[config.mk]
export PLATFORM = sky130hd
export DESIGN_NAME = uart_io_ctrl
export DESIGN_NICKNAME = d
export VERILOG_FILES = /design/src/rtl/uart_io_pkg.sv /design/src/rtl/sync_2ff.sv /design/src/rtl/uart_io_ctrl.sv
export SDC_FILE = /design/constraint.sdc
export NUM_CORES = 1
export LEC_CHECK = 0
export ABC_AREA = 1
export BUFFER_PORTS_ARGS = -buffer_cell sky130_fd_sc_hd__buf_4
export CORE_ASPECT_RATIO = 1.1
export CORE_UTILIZATION = 25
export DETAILED_ROUTE_END_ITERATION = 10
export GPL_TIMING_DRIVEN = 0
export PLACE_DENSITY_LB_ADDON = 0.05
export SYNTH_ARGS = -nofsm -noshare
export SYNTH_HDL_FRONTEND = slang
export SYNTH_SLANG_ARGS = --single-unit
[constraint.sdc]
create_clock -name clk -period 3.15 [get_ports clk]
set_input_delay 0.315 -clock clk [delete_from_list [all_inputs] [get_ports clk]]
set_output_delay 0.315 -clock clk [all_outputs]
set_load 0.01 [all_outputs]
[src/rtl/uart_io_pkg.sv]
// Shared constants for the UART register controller: command opcodes,
// reply bytes and the controller state encoding.
package uart_io_pkg;

  localparam logic [7:0] OP_LED  = 8'h4C;  // 'L'
  localparam logic [7:0] OP_VSW  = 8'h57;  // 'W'
  localparam logic [7:0] OP_MODE = 8'h4D;  // 'M'
  localparam logic [7:0] OP_STAT = 8'h53;  // 'S'

  localparam logic [7:0] RPL_OK  = 8'h4B;  // 'K'
  localparam logic [7:0] RPL_ERR = 8'h3F;  // '?'
  localparam logic [7:0] RPL_TMO = 8'h54;  // 'T'

  typedef enum logic [2:0] {
    IDLE,
    ARG,
    EXEC,
    TX_REQ,
    TX_WAIT
  } state_t;

  function automatic logic needs_arg(input logic [7:0] op);
    return (op == OP_LED) || (op == OP_VSW) || (op == OP_MODE);
  endfunction

endpackage

[src/rtl/sync_2ff.sv]
// Two-flop synchronizer for quasi-static asynchronous inputs; each bit is
// synchronized independently, so multi-bit values may settle over two samples.
module sync_2ff #(
  parameter int               WIDTH     = 1,
  parameter logic [WIDTH-1:0] RESET_VAL = '0
) (
  input  logic             clk,
  input  logic             rst,
  input  logic [WIDTH-1:0] d,
  output logic [WIDTH-1:0] q
);

  logic [WIDTH-1:0] meta;

  always_ff @(posedge clk or posedge rst) begin
    if (rst) begin
      meta <= RESET_VAL;
      q    <= RESET_VAL;
    end else begin
      meta <= d;
      q    <= meta;
    end
  end

endmodule

[src/rtl/uart_io_ctrl.sv]
// Byte-command register controller between UART RX/TX and the core: LED
// register, virtual switches, switch source select and status readback.
module uart_io_ctrl
  import uart_io_pkg::*;
#(
  parameter int CLK_HZ         = 25000000,
  parameter int TIMEOUT_CYCLES = CLK_HZ / 100
) (
  input  logic       clk,
  input  logic       rst,
  input  logic [7:0] rx_data,
  input  logic       rx_valid,
  output logic [7:0] tx_data,
  output logic       tx_start,
  input  logic       tx_busy,
  input  logic [5:0] switch_n,
  output logic [5:0] led_out,
  output logic [5:0] switch_eff,
  output logic       overrun,
  output state_t     fsm_state
);

  // Handshakes: rx_valid is a one-cycle strobe with no backpressure, so a
  // byte arriving while a command is in flight is dropped and flagged in
  // overrun. tx_start is a one-cycle request issued only while tx_busy=0;
  // tx_data is held from the request until the controller is idle again.

  localparam int            CW       = $clog2(TIMEOUT_CYCLES) + 1;
  localparam logic [CW-1:0] CNT_LAST = CW'(TIMEOUT_CYCLES - 1);
  localparam logic [CW-1:0] CNT_MAX  = '1;

  state_t        state;
  logic [7:0]    opcode;
  logic [5:0]    arg;
  logic [CW-1:0] cnt;
  logic          wait_first;
  logic [5:0]    virt_sw;
  logic          mode_virt;
  logic [5:0]    sw_sync;
  logic [5:0]    sw_phys;

  sync_2ff #(
    .WIDTH    (6),
    .RESET_VAL(6'h3F)
  ) u_sync (
    .clk(clk),
    .rst(rst),
    .d  (switch_n),
    .q  (sw_sync)
  );

  assign sw_phys    = ~sw_sync;
  assign switch_eff = mode_virt ? virt_sw : sw_phys;
  assign fsm_state  = state;

  always_ff @(posedge clk or posedge rst) begin
    if (rst) begin
      state      <= IDLE;
      opcode     <= '0;
      arg        <= '0;
      cnt        <= '0;
      wait_first <= 1'b0;
      led_out    <= '0;
      virt_sw    <= '0;
      mode_virt  <= 1'b0;
      tx_data    <= '0;
      tx_start   <= 1'b0;
      overrun    <= 1'b0;
    end else begin
      tx_start <= 1'b0;
      case (state)
        IDLE: begin
          if (rx_valid) begin
            opcode <= rx_data;
            if (needs_arg(rx_data)) begin
              cnt   <= '0;
              state <= ARG;
            end else if (rx_data == OP_STAT) begin
              state <= EXEC;
            end else begin
              tx_data <= RPL_ERR;
              state   <= TX_REQ;
            end
          end
        end
        ARG: begin
          if (rx_valid) begin
            arg   <= rx_data[5:0];
            state <= EXEC;
          end else if (cnt == CNT_LAST) begin
            tx_data <= RPL_TMO;
            state   <= TX_REQ;
          end else if (cnt != CNT_MAX) begin
            cnt <= cnt + 1'b1;
          end
        end
        EXEC: begin
          case (opcode)
            OP_LED: begin
              led_out <= arg;
              tx_data <= RPL_OK;
            end
            OP_VSW: begin
              virt_sw <= arg;
              tx_data <= RPL_OK;
            end
            OP_MODE: begin
              mode_virt <= arg[0];
              tx_data   <= RPL_OK;
            end
            OP_STAT: tx_data <= {2'b00, switch_eff};
            default: tx_data <= RPL_ERR;
          endcase
          state <= TX_REQ;
        end
        TX_REQ: begin
          if (!tx_busy) begin
            tx_start   <= 1'b1;
            wait_first <= 1'b1;
            state      <= TX_WAIT;
          end
        end
        TX_WAIT: begin
          // The transmitter raises tx_busy a cycle after tx_start, so the
          // first TX_WAIT cycle must not treat tx_busy=0 as completion.
          if (wait_first) begin
            wait_first <= 1'b0;
          end else if (!tx_busy) begin
            state <= IDLE;
          end
        end
        default: state <= IDLE;
      endcase

      if (rx_valid && (state == EXEC || state == TX_REQ || state == TX_WAIT)) begin
        overrun <= 1'b1;
      end
    end
  end

endmodule

# == Yosys cells after proc, flatten, opt, wreduce, memory -nomap -nowiden ==
# Cells that the tools add are included.
# totals
register_bits,72
latch_bits,0
ramBits,0
rom_bits,0
input_bits,18
output_inout_bits,25
word_cells,87
memories,0
# classes
addsub,1
mul,0
n_div,0
order_cmp,0
n_eq_ne,26
shifts,0
n_mux,27
bitwise_logic,1
reduce_logical,19
# op_table
cell,n
$mux W19,5
$eq A8 B7 Y1 const B,8
$mux W8,5
$pmux W19 S2,1
$pmux W8 S3,1
$ne A2 B2 Y1 const B,11
$add A19 B1 Y19 const B,1
$eq A19 B18 Y1 const B,1
$ne A19 B19 Y1 const B,1
$mux W3,6
$pmux W3 S5,1
$pmux W7 S2,1
$reduce_and A2 Y1,6
$reduce_and A6 Y1,2
$eq A3 B2 Y1 const B,2
$mux W6,1
$not A6 Y6,1
$reduce_and A5 Y1,1
$logic_or A1 B1 Y1,4
$mux W1,4
$reduce_bool A2 Y1,2
$eq A3 B1 Y1 const B,1
$eq A3 B3 Y1 const B,1
$logic_not A3 Y1,1
6 further kinds,6

# == Logic depth before layout (Yosys ltp) ==
# Gate-level depths: netlist of run 1.
# depth
depth_word,6
mapped_depth,12
mapped_depth_nobuf,11

# == Modules after synthesis ==
# From an unflattened synthesis of run 1, not the netlist that was laid out.
# unflattened
cells_unflattened,484
area_unflattened_um2,3713.6
# by_module_without_submodules
module,n_inst,cells_per_inst,area_each_um2,seq_area_each_um2
uart_io_ctrl,1,471,3394.5,1476.4
sync_2ff,1,13,319.1,315.3

# == Least setup slack after synthesis of run 1 ==
# Ideal clock, no wire load.
# synth_path
path_kind,reg-to-reg
from,register cnt[0]
to,register cnt[7]
setup_time_ps,123
t_arrival_ps,1569
required_time_ps,3027
setup_slack_ps,1458
path_stages_with_launch,13
path_buffers,2
period_less_slack_ps,1692
cell_sequence,dfrtp_1 -> ha_1 -> nand2_2 -> nor2_2 -> nand2_2 -> nor2_4 -> nand3_2 -> nand2_2 -> buf_6 -> nor2_8 -> buf_12 -> nand2_1 -> nand2_1
# synth_via
elab_chain_len,5
elab_cells_between_ends,10
cone_classes,1 x add/sub; 4 x eq/ne; 4 x mux; 1 x reduce/logical
# synth_lines
item,line,text
from (decl),uart_io_ctrl.sv:35,logic [CW-1:0] cnt;
from (signal assigned),uart_io_ctrl.sv:94,cnt <= cnt + 1'b1;
$add A19 B1 Y19,uart_io_ctrl.sv:94,
$mux W19,uart_io_ctrl.sv:93,end else if (cnt != CNT_MAX) begin
$mux W19,uart_io_ctrl.sv:90,end else if (cnt == CNT_LAST) begin
$mux W19,uart_io_ctrl.sv:87,if (rx_valid) begin
$pmux W19 S2,uart_io_ctrl.sv:71,case (state)
# Several ways; a longest one is shown, not always the timed one. The select of a mux whose other input is x is not followed.
# A chain may end at the register's enable or synchronous reset.

# == Final worst setup path of run 1 ==
# layout_path
from,register cnt[0]
to,register cnt[8]
# Same word-level chain as after synthesis.

==> flow_results.xml, run 1 <==
<?xml version="1.0" encoding="UTF-8"?>
<metrics>
  <group name="synthesis">
    <metric name="syn_nets" unit="">513</metric>
    <metric name="synth_top_cell_by_area" unit="">sky130_fd_sc_hd__dfrtp_1</metric>
    <metric name="synth.distinct_cells" unit="">34</metric>
    <metric name="synth_top_cell_area_share" unit="">0.395</metric>
    <metric name="ys_dominant_reg_cell" unit="">sky130_fd_sc_hd__dfrtp_1</metric>
    <metric name="synth_most_common_cell" unit="">sky130_fd_sc_hd__nand2_1</metric>
    <metric name="synth_async_sr_flop_share" unit="">1.00</metric>
    <metric name="synth-seq-cells" unit="">71</metric>
    <metric name="synth-edff-count" unit="">0</metric>
    <metric name="syn-mean-instance-area" unit="um2">7.56</metric>
    <metric name="syn-instance-count" unit="">494</metric>
    <metric name="synth_seq_area_share" unit="">0.480</metric>
    <metric name="synth.cell_area" unit="mm2">0.00374</metric>
    <metric name="synth_commonest_cells" unit="">164 x sky130_fd_sc_hd__nand2_1, 62 x sky130_fd_sc_hd__nor2_1, 59 x sky130_fd_sc_hd__dfrtp_1, 46 x sky130_fd_sc_hd__inv_1, 46 x sky130_fd_sc_hd__o21ai_0</metric>
    <metric name="ys_warn_count" unit="">0</metric>
    <metric name="synth_area_leaders" unit="">sky130_fd_sc_hd__dfrtp_1 40%, sky130_fd_sc_hd__nand2_1 16%, sky130_fd_sc_hd__dfstp_2 8.4%</metric>
  </group>
  <group name="power_and_ir_drop">
    <metric name="vdd_drop_max" unit="V">0.000347</metric>
    <metric name="p_leak" unit="nW">2.25</metric>
    <metric name="switching_share" unit="">0.384</metric>
    <metric name="comb_power_share" unit="">0.361</metric>
    <metric name="seq_power_share" unit="">0.341</metric>
    <metric name="cell_internal_pwr" unit="mW">2.31</metric>
    <metric name="clkPwrFrac" unit="">0.298</metric>
    <metric name="power.density" unit="mW/mm2">806</metric>
    <metric name="switching_power" unit="mW">1.44</metric>
  </group>
  <group name="clock_network">
    <metric name="cts.clk_slew.worst_paths" unit="ns">0.06</metric>
    <metric name="clockRootBuffer" unit="">sky130_fd_sc_hd__clkbuf_16</metric>
    <metric name="tritoncts_clock_tree" unit="">done</metric>
    <metric name="clk_path_buf_depth" unit="">2</metric>
    <metric name="clock_latency" unit="ns">0.35</metric>
    <metric name="post-cts-setup-buffer-count" unit="">0</metric>
    <metric name="cts_num_sinks" unit="">71</metric>
    <metric name="cts-buffers-inserted" unit="">9</metric>
    <metric name="cts_hold_buffers" unit="">1</metric>
    <metric name="post_cts_resized" unit="">0</metric>
    <metric name="htree_num_levels" unit="">3</metric>
  </group>
  <group name="cells_and_area">
    <metric name="layoutNonFillerInstCount" unit="">745</metric>
    <metric name="layout_cell_share_with_drive_strength_beyond_1" unit="">0.206</metric>
    <metric name="seq_cell_area" unit="mm2">0.00179</metric>
    <metric name="postLayoutCoreUtil" unit="">0.320</metric>
    <metric name="antennaDiodeCount" unit="">0</metric>
    <metric name="nets" unit="">567</metric>
    <metric name="area_delta_synth_final" unit="%">24.3</metric>
    <metric name="fillerInstances" unit="">1610</metric>
    <metric name="multi_input_area" unit="mm2">0.00167</metric>
  </group>
  <group name="job">
    <metric name="number_of_max_cap_violations" unit="">0</metric>
  </group>
  <group name="sta">
    <metric name="fin_crit" unit="ns">2.02</metric>
    <metric name="drv_slew" unit="">0</metric>
    <metric name="grt_setup_unrepaired" unit="">no</metric>
    <metric name="report.final.hold_viol_count" unit="">0</metric>
    <metric name="achievable-frequency" unit="MHz">496</metric>
    <metric name="report.final.setup_viol" unit="">0</metric>
    <metric name="finClkSkew" unit="ns">0.00366</metric>
    <metric name="final.period_utilization" unit="">0.640</metric>
  </group>
  <group name="floorplan">
    <metric name="ios" unit="">43</metric>
    <metric name="std_cell_rows" unit="">46</metric>
    <metric name="core_area" unit="mm2">0.0145</metric>
    <metric name="initial_core_util" unit="">0.258</metric>
    <metric name="floorplan.die.height" unit="um">130</metric>
    <metric name="die_width" unit="um">119</metric>
    <metric name="fp.dieArea" unit="mm2">0.0154</metric>
  </group>
  <group name="routing">
    <metric name="route.vias.total" unit="">3198</metric>
    <metric name="drcViolationCount" unit="">0</metric>
    <metric name="final_antenna_net_count" unit="">0</metric>
    <metric name="dr.first_iter.drc_count" unit="">112</metric>
    <metric name="route.final.wire_length" unit="mm">10.0</metric>
    <metric name="viasPerCell" unit="">4.29</metric>
    <metric name="drt_pre_antenna_iters" unit="">4</metric>
    <metric name="avgRoutedWirePerCell" unit="um">13.4</metric>
  </group>
  <group name="grt">
    <metric name="gr-usage-met1" unit="">0.166</metric>
    <metric name="grt_start_max_net_pins" unit="">50</metric>
    <metric name="grt_usage" unit="">0.141</metric>
    <metric name="number_of_antenna_violations_at_the_first_check_in_global_routing" unit="">0</metric>
    <metric name="most_heavily_used_metal_layer_in_global_routing" unit="">met2</metric>
    <metric name="grt_remaining_overflow" unit="">0</metric>
    <metric name="grt_use_met2" unit="">0.244</metric>
    <metric name="grt_pass1_wl" unit="mm">16.5</metric>
    <metric name="grt_pass1_vias" unit="">3143</metric>
    <metric name="global_route.usage.met3" unit="">0.0363</metric>
  </group>
  <group name="worst_setup_path">
    <metric name="critPathArrivalTime" unit="ns">2.25</metric>
    <metric name="critical_path_start_type" unit="">register</metric>
    <metric name="path_max_fanout" unit="">10</metric>
    <metric name="cp_data_required_time" unit="ns">3.38</metric>
    <metric name="worst-r2r-setup-slack" unit="ns">1.13</metric>
    <metric name="endpoint_kind" unit="">register</metric>
    <metric name="timing.setup.critical_path_class" unit="">reg -&gt; reg</metric>
  </group>
  <group name="run_status">
    <metric name="status" unit="">finished clean</metric>
  </group>
  <group name="placement">
    <metric name="numPortBuffers" unit="">41</metric>
    <metric name="post-place-cells" unit="">728</metric>
    <metric name="dp_hpwl" unit="mm">7.61</metric>
    <metric name="gpl.final_weighted_congestion" unit="">0.777</metric>
  </group>
  <group name="min_path">
    <metric name="hold_path.class" unit="">in -&gt; reg</metric>
  </group>
</metrics>
==> path summary, 6_finish.rpt <==
check                                     from             end  cells after the start
worst min-delay path               switch_n[2]  u_sync.meta[2]                      1
worst min register to register  u_sync.meta[2]     u_sync.q[2]                      0
worst max-delay path                    cnt[0]          cnt[8]                     12
worst max register to register          cnt[0]          cnt[8]                     12
max in group asynchronous                  rst  u_sync.meta[5]                      4
min in group asynchronous                  rst      tx_data[4]                      3
==> final cells by class <==
type	instances	area share
Buffer	12	0.0189
Sequential cell	71	0.386
Multi-Input combinational cell	362	0.360
Clock inverter	7	0.0207
Tap cell	192	0.0517
Timing Repair Buffer	43	0.0743
Clock buffer	9	0.0485
Inverter	49	0.0401
==> metrics by stage <==
| stage | power (mW) | TNS, ns | worst slack [ns] | hold slack, ns | cell area, um2 |
|---|---|---|---|---|---|
| after floorplan | 2.17 | 0 | 1.06 | 0.319 | 3740 |
| after global placement | 2.67 | -4.44 | -0.0797 | 0.345 | 4280 |
| after detailed placement | 2.68 | 0 | 1.12 | 0.322 | 4310 |
| after CTS | 3.83 | 0 | 1.11 | 0.0589 | 4650 |
| after global routing | 4.03 | 0 | 0.920 | 0.0533 | 4650 |
| final | 3.74 | 0 | 1.13 | 0.0696 | 4650 |
==> sequential cells by signal, indices dropped and copies added, names as in the netlist, 3 cells and up <==
name and cells:
u_sync.meta 6, u_sync.q 6, cnt 19, fsm_state 3
opcode 8, arg 6, led_out 6, virt_sw 6
tx_data 7
==> cell families (layout without fill, tap and decap cells) <==
logic type | after synthesis | count (layout) | share of synthesized area
simple gates | 295 | 295 | 0.341
flops | 71 | 71 | 0.480
buf+inv | 61 | 120 | 0.0727
compound gates | 56 | 56 | 0.0770
mux | 7 | 7 | 0.0211
xor+xnor | 2 | 2 | 0.00469
fa+ha+maj | 1 | 1 | 0.00335
other cells | 1 | 1 | 0.00100
==> power groups by stage <==
stage / registers (mW) / logic [mW] / clock network, mW
CTS: 1.28 / 1.39 / 1.15
global route: 1.31 / 1.53 / 1.19
floorplan: 1.28 / 0.883 / 0
finish: 1.28 / 1.35 / 1.11
global placement: 1.29 / 1.38 / 0
detailed placement: 1.30 / 1.39 / 0
==> routing by layer <==
layer | routed length [um] | vias to the layer above
li1 | - | 1658
met1 | 4410 | 1486
met2 | 5110 | 43
met3 | 303 | 11
met4 | 191 | 0
met5 | 0 | -
==> cell usage in the layout, fill, tap and decap left out, types with 2 or more instances in the layout <==
| master | n |
|---|---|
| sky130_fd_sc_hd__nor2_1 | 62 |
| sky130_fd_sc_hd__o21ai_0 | 46 |
| sky130_fd_sc_hd__or2_2 | 4 |
| sky130_fd_sc_hd__clkbuf_16 | 9 |
| sky130_fd_sc_hd__clkinvlp_4 | 3 |
| sky130_fd_sc_hd__dfstp_2 | 12 |
| sky130_fd_sc_hd__buf_4 | 43 |
| sky130_fd_sc_hd__xor2_1 | 2 |
| sky130_fd_sc_hd__nand2_2 | 13 |
| sky130_fd_sc_hd__nor2_2 | 5 |
| sky130_fd_sc_hd__buf_6 | 2 |
| sky130_fd_sc_hd__inv_1 | 45 |
| sky130_fd_sc_hd__mux2_2 | 7 |
| sky130_fd_sc_hd__dfrtp_1 | 59 |
| sky130_fd_sc_hd__buf_2 | 2 |
| sky130_fd_sc_hd__a21oi_1 | 7 |
| sky130_fd_sc_hd__clkbuf_1 | 4 |
| sky130_fd_sc_hd__nor3b_1 | 3 |
| sky130_fd_sc_hd__and2_1 | 3 |
| sky130_fd_sc_hd__nand2_1 | 164 |
| sky130_fd_sc_hd__o21a_1 | 2 |
| sky130_fd_sc_hd__bufinv_16 | 2 |
| sky130_fd_sc_hd__nand3_1 | 23 |
| sky130_fd_sc_hd__inv_2 | 2 |
| sky130_fd_sc_hd__nor3_1 | 10 |
| sky130_fd_sc_hd__nand4_1 | 3 |
==> worst max-delay path, cell delays in order (launching register included) <==
cell	delay, ns
sky130_fd_sc_hd__dfrtp_1	0.41
sky130_fd_sc_hd__ha_1	0.30
sky130_fd_sc_hd__nand2_2	0.10
sky130_fd_sc_hd__nor2_2	0.15
sky130_fd_sc_hd__nand2_2	0.11
sky130_fd_sc_hd__nor2_4	0.15
sky130_fd_sc_hd__nand3_2	0.08
sky130_fd_sc_hd__nand2_2	0.08
sky130_fd_sc_hd__buf_6	0.16
sky130_fd_sc_hd__nor2_8	0.09
sky130_fd_sc_hd__buf_12	0.15
sky130_fd_sc_hd__nand2_1	0.06
sky130_fd_sc_hd__nand2_1	0.05
(Power assumes the default switching activity.)
==> run 2: changes to the inputs <==
--- a/config.mk
+++ b/config.mk
@@ -5,7 +5,7 @@
 export SDC_FILE = /design/constraint.sdc
 export NUM_CORES = 1
 export LEC_CHECK = 0
-export ABC_AREA = 1
+export ABC_AREA = 0
 export BUFFER_PORTS_ARGS = -buffer_cell sky130_fd_sc_hd__buf_4
 export CORE_ASPECT_RATIO = 1.1
 export CORE_UTILIZATION = 25
==> constraint.sdc (replaced) <==
create_clock -name clk -period 1.86 [get_ports clk]
set_input_delay 0.186 -clock clk [delete_from_list [all_inputs] [get_ports clk]]
set_output_delay 0.186 -clock clk [all_outputs]
set_load 0.01 [all_outputs]
==> flow_results.xml, run 2 <==
<?xml version="1.0" encoding="UTF-8"?>
<metrics>
  <group name="synthesis">
    <metric name="ys_warn_count" unit="">0</metric>
    <metric name="synth_xor_xnor_area_share" unit="">0</metric>
    <metric name="synth_commonest_cells" unit="">59 x sky130_fd_sc_hd__dfrtp_1, 29 x sky130_fd_sc_hd__inv_1, 27 x sky130_fd_sc_hd__mux2_2, 19 x sky130_fd_sc_hd__nand2_1, 19 x sky130_fd_sc_hd__o21ai_0</metric>
    <metric name="share_of_the_synthesized_area_in_compound_gates_ao_oa_aoi_oai" unit="">0.130</metric>
    <metric name="synth_async_sr_flop_share" unit="">1.00</metric>
    <metric name="post_synth_and_or_nand_nor_area_fraction" unit="">0.173</metric>
    <metric name="synth-edff-count" unit="">0</metric>
    <metric name="synth_top_cell_area_share" unit="">0.425</metric>
    <metric name="ys_dominant_reg_cell" unit="">sky130_fd_sc_hd__dfrtp_1</metric>
    <metric name="synth_top_family_by_area" unit="">simple AND/OR/NAND/NOR gates</metric>
    <metric name="synth_adder_area_share" unit="">0.00360</metric>
    <metric name="synth-seq-cells" unit="">71</metric>
    <metric name="synth_most_common_cell" unit="">sky130_fd_sc_hd__dfrtp_1</metric>
    <metric name="synth_top_cell_by_area" unit="">sky130_fd_sc_hd__dfrtp_1</metric>
    <metric name="share_of_synthesized_area_spent_on_multiplexers" unit="">0.117</metric>
    <metric name="syn-mean-instance-area" unit="um2">10.8</metric>
    <metric name="synth_area_leaders" unit="">sky130_fd_sc_hd__dfrtp_1 42%, sky130_fd_sc_hd__dfstp_2 9.1%, sky130_fd_sc_hd__mux2_2 8.7%</metric>
    <metric name="synth_seq_area_share" unit="">0.515</metric>
    <metric name="synth.cell_area" unit="mm2">0.00348</metric>
    <metric name="syn-instance-count" unit="">323</metric>
    <metric name="synth.distinct_cells" unit="">49</metric>
    <metric name="syn_nets" unit="">342</metric>
  </group>
  <group name="clock_network">
    <metric name="cts.clk_slew.worst_paths" unit="ns">0.06</metric>
    <metric name="clk_path_buf_depth" unit="">2</metric>
    <metric name="tritoncts_clock_tree" unit="">done</metric>
    <metric name="clockRootBuffer" unit="">sky130_fd_sc_hd__clkbuf_16</metric>
    <metric name="cts-buffers-inserted" unit="">9</metric>
    <metric name="cts_num_sinks" unit="">71</metric>
    <metric name="clock_latency" unit="ns">0.34</metric>
    <metric name="htree_num_levels" unit="">3</metric>
  </group>
  <group name="worst_setup_path">
    <metric name="cp_data_required_time" unit="ns">2.09</metric>
    <metric name="critPathArrivalTime" unit="ns">2.06</metric>
    <metric name="crit_family" unit="">simple AND/OR/NAND/NOR gates</metric>
    <metric name="critical_path_start_type" unit="">register</metric>
    <metric name="slowest_cell_on_the_critical_path" unit="">sky130_fd_sc_hd__dfrtp_1</metric>
    <metric name="timing.setup.critical_path_class" unit="">reg -&gt; reg</metric>
    <metric name="path_buf_inv" unit="">2</metric>
    <metric name="slowest_delay" unit="ns">0.40</metric>
    <metric name="cp_cell_sequence" unit="">ha_4 &gt; and3_4 &gt; and4_4 &gt; a21oi_4 &gt; o21a_1 &gt; buf_6 &gt; buf_4 &gt; mux2i_1</metric>
    <metric name="path_max_fanout" unit="">6</metric>
    <metric name="endpoint_kind" unit="">register</metric>
  </group>
  <group name="power_and_ir_drop">
    <metric name="comb_power_share" unit="">0.412</metric>
    <metric name="vdd_drop_max" unit="V">0.000507</metric>
    <metric name="cell_internal_pwr" unit="mW">5.00</metric>
    <metric name="seq_power_share" unit="">0.344</metric>
    <metric name="switching_power" unit="mW">2.80</metric>
    <metric name="p_leak" unit="nW">2.15</metric>
    <metric name="power.density" unit="mW/mm2">1550</metric>
    <metric name="clkPwrFrac" unit="">0.244</metric>
    <metric name="switching_share" unit="">0.359</metric>
  </group>
  <group name="routing">
    <metric name="viasPerCell" unit="">4.64</metric>
    <metric name="routed-wl-met3" unit="um">206</metric>
    <metric name="route.vias.total" unit="">2794</metric>
    <metric name="m1WireLength" unit="mm">4.23</metric>
    <metric name="dr.first_iter.drc_count" unit="">91</metric>
    <metric name="dr_wl_met2" unit="mm">4.76</metric>
    <metric name="avgRoutedWirePerCell" unit="um">15.6</metric>
    <metric name="final_antenna_net_count" unit="">0</metric>
    <metric name="drcViolationCount" unit="">0</metric>
    <metric name="route.final.wire_length" unit="mm">9.39</metric>
    <metric name="highest_layer" unit="">met4</metric>
    <metric name="drt_pre_antenna_iters" unit="">4</metric>
  </group>
  <group name="sta">
    <metric name="postLayoutSetupSlackWorst" unit="ns">0.0297</metric>
    <metric name="finClkSkew" unit="ns">0.00676</metric>
    <metric name="drv_slew" unit="">0</metric>
    <metric name="final.period_utilization" unit="">0.984</metric>
    <metric name="achievable-frequency" unit="MHz">546</metric>
    <metric name="fin_crit" unit="ns">1.83</metric>
    <metric name="report.final.setup_viol" unit="">0</metric>
    <metric name="grt_setup_unrepaired" unit="">yes</metric>
    <metric name="timing.setup.tns" unit="ns">0</metric>
    <metric name="report.final.hold_viol_count" unit="">0</metric>
  </group>
  <group name="grt">
    <metric name="grt_remaining_overflow" unit="">0</metric>
    <metric name="grt_start_max_net_pins" unit="">34</metric>
    <metric name="number_of_antenna_violations_at_the_first_check_in_global_routing" unit="">0</metric>
    <metric name="grt_pass1_wl" unit="mm">15.2</metric>
    <metric name="grt_usage" unit="">0.141</metric>
    <metric name="grt_pass1_vias" unit="">2838</metric>
  </group>
  <group name="floorplan">
    <metric name="initial_core_util" unit="">0.260</metric>
    <metric name="core_area" unit="mm2">0.0134</metric>
    <metric name="std_cell_rows" unit="">44</metric>
    <metric name="ios" unit="">43</metric>
    <metric name="fp.dieArea" unit="mm2">0.0144</metric>
    <metric name="die_width" unit="um">114</metric>
    <metric name="floorplan.die.height" unit="um">126</metric>
  </group>
  <group name="cells_and_area">
    <metric name="multi_input_area" unit="mm2">0.00172</metric>
    <metric name="mostFrequentLayoutCells" unit="">72 x sky130_fd_sc_hd__buf_4, 50 x sky130_fd_sc_hd__dfrtp_1, 28 x sky130_fd_sc_hd__inv_1</metric>
    <metric name="number_of_flip_flops_under_the_largest_register_name" unit="">19</metric>
    <metric name="final_design_area_no_fill" unit="mm2">0.00503</metric>
    <metric name="nets" unit="">432</metric>
    <metric name="largest_registers" unit="">cnt (19), opcode (8), tx_data (7)</metric>
    <metric name="regMostFlops" unit="">cnt</metric>
    <metric name="antennaDiodeCount" unit="">0</metric>
    <metric name="fillerInstances" unit="">1380</metric>
    <metric name="seq_cell_area" unit="mm2">0.00180</metric>
    <metric name="layout_cell_share_with_drive_strength_beyond_1" unit="">0.469</metric>
    <metric name="area_delta_synth_final" unit="%">44.8</metric>
    <metric name="layout_commonest_cell" unit="">sky130_fd_sc_hd__buf_4</metric>
  </group>
  <group name="placement">
    <metric name="gpl.final_weighted_congestion" unit="">0.726</metric>
    <metric name="numPortBuffers" unit="">41</metric>
    <metric name="postPlaceCellArea" unit="mm2">0.00410</metric>
    <metric name="setup_slack_after_placement" unit="ns">-0.344</metric>
    <metric name="dp_hpwl" unit="mm">6.22</metric>
  </group>
  <group name="min_path">
    <metric name="hold_path.class" unit="">in -&gt; reg</metric>
  </group>
  <group name="job">
    <metric name="number_of_max_cap_violations" unit="">0</metric>
  </group>
  <group name="run_status">
    <metric name="status" unit="">finished clean</metric>
  </group>
</metrics>
-- run 2: cell types whose count changed after synthesis, moves of 9 or more --
cell and change:
sky130_fd_sc_hd__inv_1 -17, sky130_fd_sc_hd__nand2_2 -13, sky130_fd_sc_hd__nand2_1 -145, sky130_fd_sc_hd__o211ai_2 +9, sky130_fd_sc_hd__o21ai_0 -27, sky130_fd_sc_hd__nor2_1 -44, sky130_fd_sc_hd__mux2_2 +20
-- run 2: logic make-up after synthesis --
kind of cell	count (synthesis)
compound gates	61
fa+ha+maj	1
buf+inv	45
flops	71
mux	36
other cells	1
simple gates	108
-- run 2: what timing repair did --
action | 4_1_cts | 5_1_grt
endpoints found under the hold margin | 10 | 0
resized for setup | 34 | 32
setup buffers | 21 | 12
setup endpoints to repair | 53 | 40
pin swaps | 9 | 6
hold buffers | 7 | 0
gates cloned | 2 | 0
-- run 2: worst register-to-register path: stages, from the launching register on --
cell and delay [ns]:
sky130_fd_sc_hd__dfrtp_1 0.40, sky130_fd_sc_hd__ha_4 0.15, sky130_fd_sc_hd__and3_4 0.22, sky130_fd_sc_hd__and4_4 0.27, sky130_fd_sc_hd__a21oi_4 0.07, sky130_fd_sc_hd__o21a_1 0.20, sky130_fd_sc_hd__buf_6 0.15, sky130_fd_sc_hd__buf_4 0.14
sky130_fd_sc_hd__mux2i_1 0.10
-- run 2: final cells by class --
cell class | count | share of cell area
flip-flops and latches | 71 | 0.358
repair buffers | 85 | 0.148
multi-input cells | 207 | 0.342
clock inverters | 5 | 0.0162
clock buffers | 11 | 0.0482
well taps | 184 | 0.0457
inverters | 29 | 0.0224
plain buffers | 10 | 0.0194
-- run 2: path summary, 6_finish.rpt --
path	from	to	slack, ns	cells after the start
max in group asynchronous	rst	u_sync.q[0]	1.01	4
worst max register to register	cnt[1]	cnt[1]	0.03	8
worst max-delay path	cnt[1]	cnt[1]	0.03	8
min in group asynchronous	rst	mode_virt	0.35	3
worst min-delay path	rx_data[7]	opcode[7]	0.09	2
worst min register to register	u_sync.meta[4]	u_sync.q[4]	0.35	0
-- run 2: power by group through the flow --
| stage | Sequential (mW) | Combinational, mW | Clock [mW] |
|---|---|---|---|
| after floorplan | 2.50 | 1.73 | 0 |
| final | 2.68 | 3.21 | 1.90 |
| after CTS | 2.67 | 2.98 | 1.97 |
| after global placement | 2.63 | 2.41 | 0 |
| after detailed placement | 2.64 | 2.45 | 0 |
| after global routing | 2.80 | 3.51 | 2.03 |
-- run 2: per-layer routing --
layer | track usage | up-vias
li1 | - | 1340
met2 | 0.237 | 34
met4 | 0.0665 | 0
met5 | 0 | -
met1 | 0.174 | 1409
met3 | 0.0260 | 11
-- run 2: through the flow --
stage	instances	utilization	hold slack (ns)	power, mW
final	602	0.376	0.0924	7.80
after global routing	602	0.376	0.0842	8.35
after CTS	593	0.361	0.0784	7.62
after detailed placement	550	0.306	0.145	5.09
after global placement	548	0.303	0.294	5.04
after floorplan	323	-	0.190	4.23
==> run 3: changes to the inputs <==
--- a/config.mk
+++ b/config.mk
@@ -9,9 +9,11 @@
 export BUFFER_PORTS_ARGS = -buffer_cell sky130_fd_sc_hd__buf_4
 export CORE_ASPECT_RATIO = 1.1
 export CORE_UTILIZATION = 25
+export CTS_CLUSTER_SIZE = 25
 export DETAILED_ROUTE_END_ITERATION = 10
 export GPL_TIMING_DRIVEN = 0
-export PLACE_DENSITY_LB_ADDON = 0.05
+export PLACE_DENSITY_LB_ADDON = 0.15
+export SLEW_MARGIN = 5
 export SYNTH_ARGS = -nofsm -noshare
 export SYNTH_HDL_FRONTEND = slang
 export SYNTH_SLANG_ARGS = --single-unit
==> flow_results.xml, run 3 (synthesized netlist as in run 2, its figures left out) <==
<?xml version="1.0" encoding="UTF-8"?>
<metrics>
  <group name="run_status">
    <metric name="status" unit="">finished clean</metric>
  </group>
  <group name="routing">
    <metric name="drcViolationCount" unit="">0</metric>
    <metric name="viasPerCell" unit="">4.64</metric>
    <metric name="avgRoutedWirePerCell" unit="um">15.4</metric>
    <metric name="dr.first_iter.drc_count" unit="">55</metric>
    <metric name="drt_pre_antenna_iters" unit="">4</metric>
    <metric name="route.vias.total" unit="">2769</metric>
    <metric name="final_antenna_net_count" unit="">0</metric>
    <metric name="route.final.wire_length" unit="mm">9.19</metric>
  </group>
  <group name="sta">
    <metric name="report.final.hold_viol_count" unit="">0</metric>
    <metric name="drv_slew" unit="">0</metric>
    <metric name="max_slew_headroom" unit="">0.661</metric>
    <metric name="finClkSkew" unit="ns">0.00361</metric>
    <metric name="fin_crit" unit="ns">1.85</metric>
    <metric name="worst_tran_pin_value" unit="ns">0.503</metric>
    <metric name="postLayoutSetupSlackWorst" unit="ns">0.0126</metric>
    <metric name="achievable-frequency" unit="MHz">541</metric>
    <metric name="whs" unit="ns">0.0990</metric>
    <metric name="report.final.setup_viol" unit="">0</metric>
    <metric name="timing.setup.tns" unit="ns">0</metric>
    <metric name="grt_setup_unrepaired" unit="">yes</metric>
    <metric name="final.period_utilization" unit="">0.993</metric>
  </group>
  <group name="floorplan">
    <metric name="die_width" unit="um">114</metric>
    <metric name="core_area" unit="mm2">0.0134</metric>
    <metric name="initial_core_util" unit="">0.260</metric>
    <metric name="ios" unit="">43</metric>
    <metric name="std_cell_rows" unit="">44</metric>
    <metric name="floorplan.die.height" unit="um">126</metric>
    <metric name="fp.dieArea" unit="mm2">0.0144</metric>
  </group>
  <group name="worst_setup_path">
    <metric name="critical_path_start_type" unit="">register</metric>
    <metric name="endpoint_kind" unit="">register</metric>
    <metric name="critPathArrivalTime" unit="ns">2.11</metric>
    <metric name="cp_data_required_time" unit="ns">2.12</metric>
    <metric name="timing.setup.critical_path_class" unit="">reg -&gt; reg</metric>
    <metric name="path_max_fanout" unit="">5</metric>
    <metric name="critical_path.reg2reg.startpoint" unit="">cnt[1]</metric>
    <metric name="worst-r2r-setup-slack" unit="ns">0.01</metric>
    <metric name="r2r-end" unit="">cnt[7]</metric>
    <metric name="timing.reg2reg.worst_path_depth" unit="">8</metric>
  </group>
  <group name="cells_and_area">
    <metric name="layout_cell_share_with_drive_strength_beyond_1" unit="">0.429</metric>
    <metric name="layout_commonest_cell" unit="">sky130_fd_sc_hd__buf_4</metric>
    <metric name="area_delta_synth_final" unit="%">39.9</metric>
    <metric name="layoutNonFillerInstCount" unit="">597</metric>
    <metric name="mostFrequentLayoutCells" unit="">63 x sky130_fd_sc_hd__buf_4, 52 x sky130_fd_sc_hd__dfrtp_1, 28 x sky130_fd_sc_hd__inv_1</metric>
    <metric name="regMostFlops" unit="">cnt</metric>
    <metric name="final_design_area_no_fill" unit="mm2">0.00486</metric>
    <metric name="largest_registers" unit="">cnt (19), opcode (8), tx_data (7)</metric>
    <metric name="number_of_flip_flops_under_the_largest_register_name" unit="">19</metric>
    <metric name="nets" unit="">427</metric>
    <metric name="fillerInstances" unit="">1333</metric>
    <metric name="postLayoutCoreUtil" unit="">0.364</metric>
    <metric name="antennaDiodeCount" unit="">0</metric>
  </group>
  <group name="placement">
    <metric name="post-place-cells" unit="">550</metric>
    <metric name="numPortBuffers" unit="">41</metric>
    <metric name="postPlaceCellArea" unit="mm2">0.00410</metric>
    <metric name="gpl.final_weighted_congestion" unit="">0.727</metric>
    <metric name="dp_hpwl" unit="mm">6.04</metric>
    <metric name="setup_slack_after_placement" unit="ns">-0.321</metric>
  </group>
  <group name="power_and_ir_drop">
    <metric name="post-layout-total-power" unit="mW">7.43</metric>
    <metric name="p_leak" unit="nW">2.09</metric>
    <metric name="vdd_drop_max" unit="V">0.000586</metric>
    <metric name="power.density" unit="mW/mm2">1530</metric>
  </group>
  <group name="grt">
    <metric name="grt_pass1_vias" unit="">2854</metric>
    <metric name="number_of_antenna_violations_at_the_first_check_in_global_routing" unit="">0</metric>
    <metric name="grt_remaining_overflow" unit="">0</metric>
    <metric name="grt_pass1_wl" unit="mm">14.8</metric>
    <metric name="grt_start_max_net_pins" unit="">33</metric>
    <metric name="grt_usage" unit="">0.136</metric>
  </group>
  <group name="clock_network">
    <metric name="htree_num_levels" unit="">3</metric>
    <metric name="cts.clk_slew.worst_paths" unit="ns">0.06</metric>
    <metric name="clock_latency" unit="ns">0.34</metric>
    <metric name="cts_num_sinks" unit="">71</metric>
    <metric name="clockRootBuffer" unit="">sky130_fd_sc_hd__clkbuf_16</metric>
    <metric name="cts-buffers-inserted" unit="">9</metric>
    <metric name="tritoncts_clock_tree" unit="">done</metric>
    <metric name="clk_path_buf_depth" unit="">2</metric>
  </group>
  <group name="min_path">
    <metric name="worstHoldPathCells" unit="">2</metric>
    <metric name="hold_path.class" unit="">in -&gt; reg</metric>
    <metric name="hold_end" unit="">opcode[7]</metric>
    <metric name="hp-start" unit="">rx_data[7]</metric>
  </group>
  <group name="job">
    <metric name="number_of_max_cap_violations" unit="">0</metric>
  </group>
</metrics>
-- run 3: changes by cell type in the layout (fill, tap and decap cells not counted), moves of 2 or more --
cell                       delta
sky130_fd_sc_hd__a31oi_1      +2
sky130_fd_sc_hd__nor4_1       +3
sky130_fd_sc_hd__dfrtp_1      +2
sky130_fd_sc_hd__clkbuf_1     +3
sky130_fd_sc_hd__nor4_2       -2
sky130_fd_sc_hd__buf_4        -9
sky130_fd_sc_hd__a31oi_4      -2
sky130_fd_sc_hd__dfrtp_2      -2
-- run 3: worst max-delay path by stage --
stage	from	endpoint	slack (ns)	cells past startpoint
after global routing	cnt[1]	cnt[7]	-0.09	8
after floorplan	cnt[0]	cnt[9]	-0.08	10
after detailed placement	cnt[0]	cnt[14]	-0.32	9
after global placement	cnt[0]	cnt[14]	-0.32	9
after CTS	cnt[1]	cnt[16]	-0.15	10
final	cnt[1]	cnt[7]	0.01	8
-- run 3: timing repair --
item                                   CTS  global route
hold buffers                             7             0
pin swaps                                9            13
endpoints found under the hold margin    9             0
setup endpoints to repair               53            50
resized for setup                       29            25
setup buffers                           18             8
gates cloned                             3             0
-- run 3: cell type report --
cell class                      count  area [um2]  share of cell area
Timing Repair Buffer               79         714               0.147
Sequential cell                    71        1800               0.370
Clock buffer                       12         236              0.0486
Multi-Input combinational cell    207        1620               0.334
Inverter                           29         113              0.0232
Tap cell                          184         230              0.0473
Buffer                             11        98.8              0.0203
Clock inverter                      4        47.5             0.00978
-- run 3: power breakdown --
group / internal (mW) / switching, mW / total, mW
clock network: 1.03 / 0.649 / 1.68
registers: 2.09 / 0.570 / 2.66
logic: 1.62 / 1.47 / 3.09
-- run 3: worst max-delay path, cell delays in order (launching register included) --
cell and delay [ns]:
sky130_fd_sc_hd__dfrtp_1 0.38, sky130_fd_sc_hd__ha_2 0.19, sky130_fd_sc_hd__and3_4 0.23, sky130_fd_sc_hd__nand3_4 0.07
sky130_fd_sc_hd__o31a_1 0.31, sky130_fd_sc_hd__o21a_1 0.15, sky130_fd_sc_hd__buf_6 0.15, sky130_fd_sc_hd__buf_16 0.14
sky130_fd_sc_hd__o211ai_2 0.14
-- run 3: metal layers --
| metal | GRT usage | routed length (um) |
|---|---|---|
| met1 | 0.165 | 3950 |
| met3 | 0.0265 | 327 |
| met4 | 0.0642 | 179 |
| met5 | 0 | 0 |
| met2 | 0.230 | 4740 |
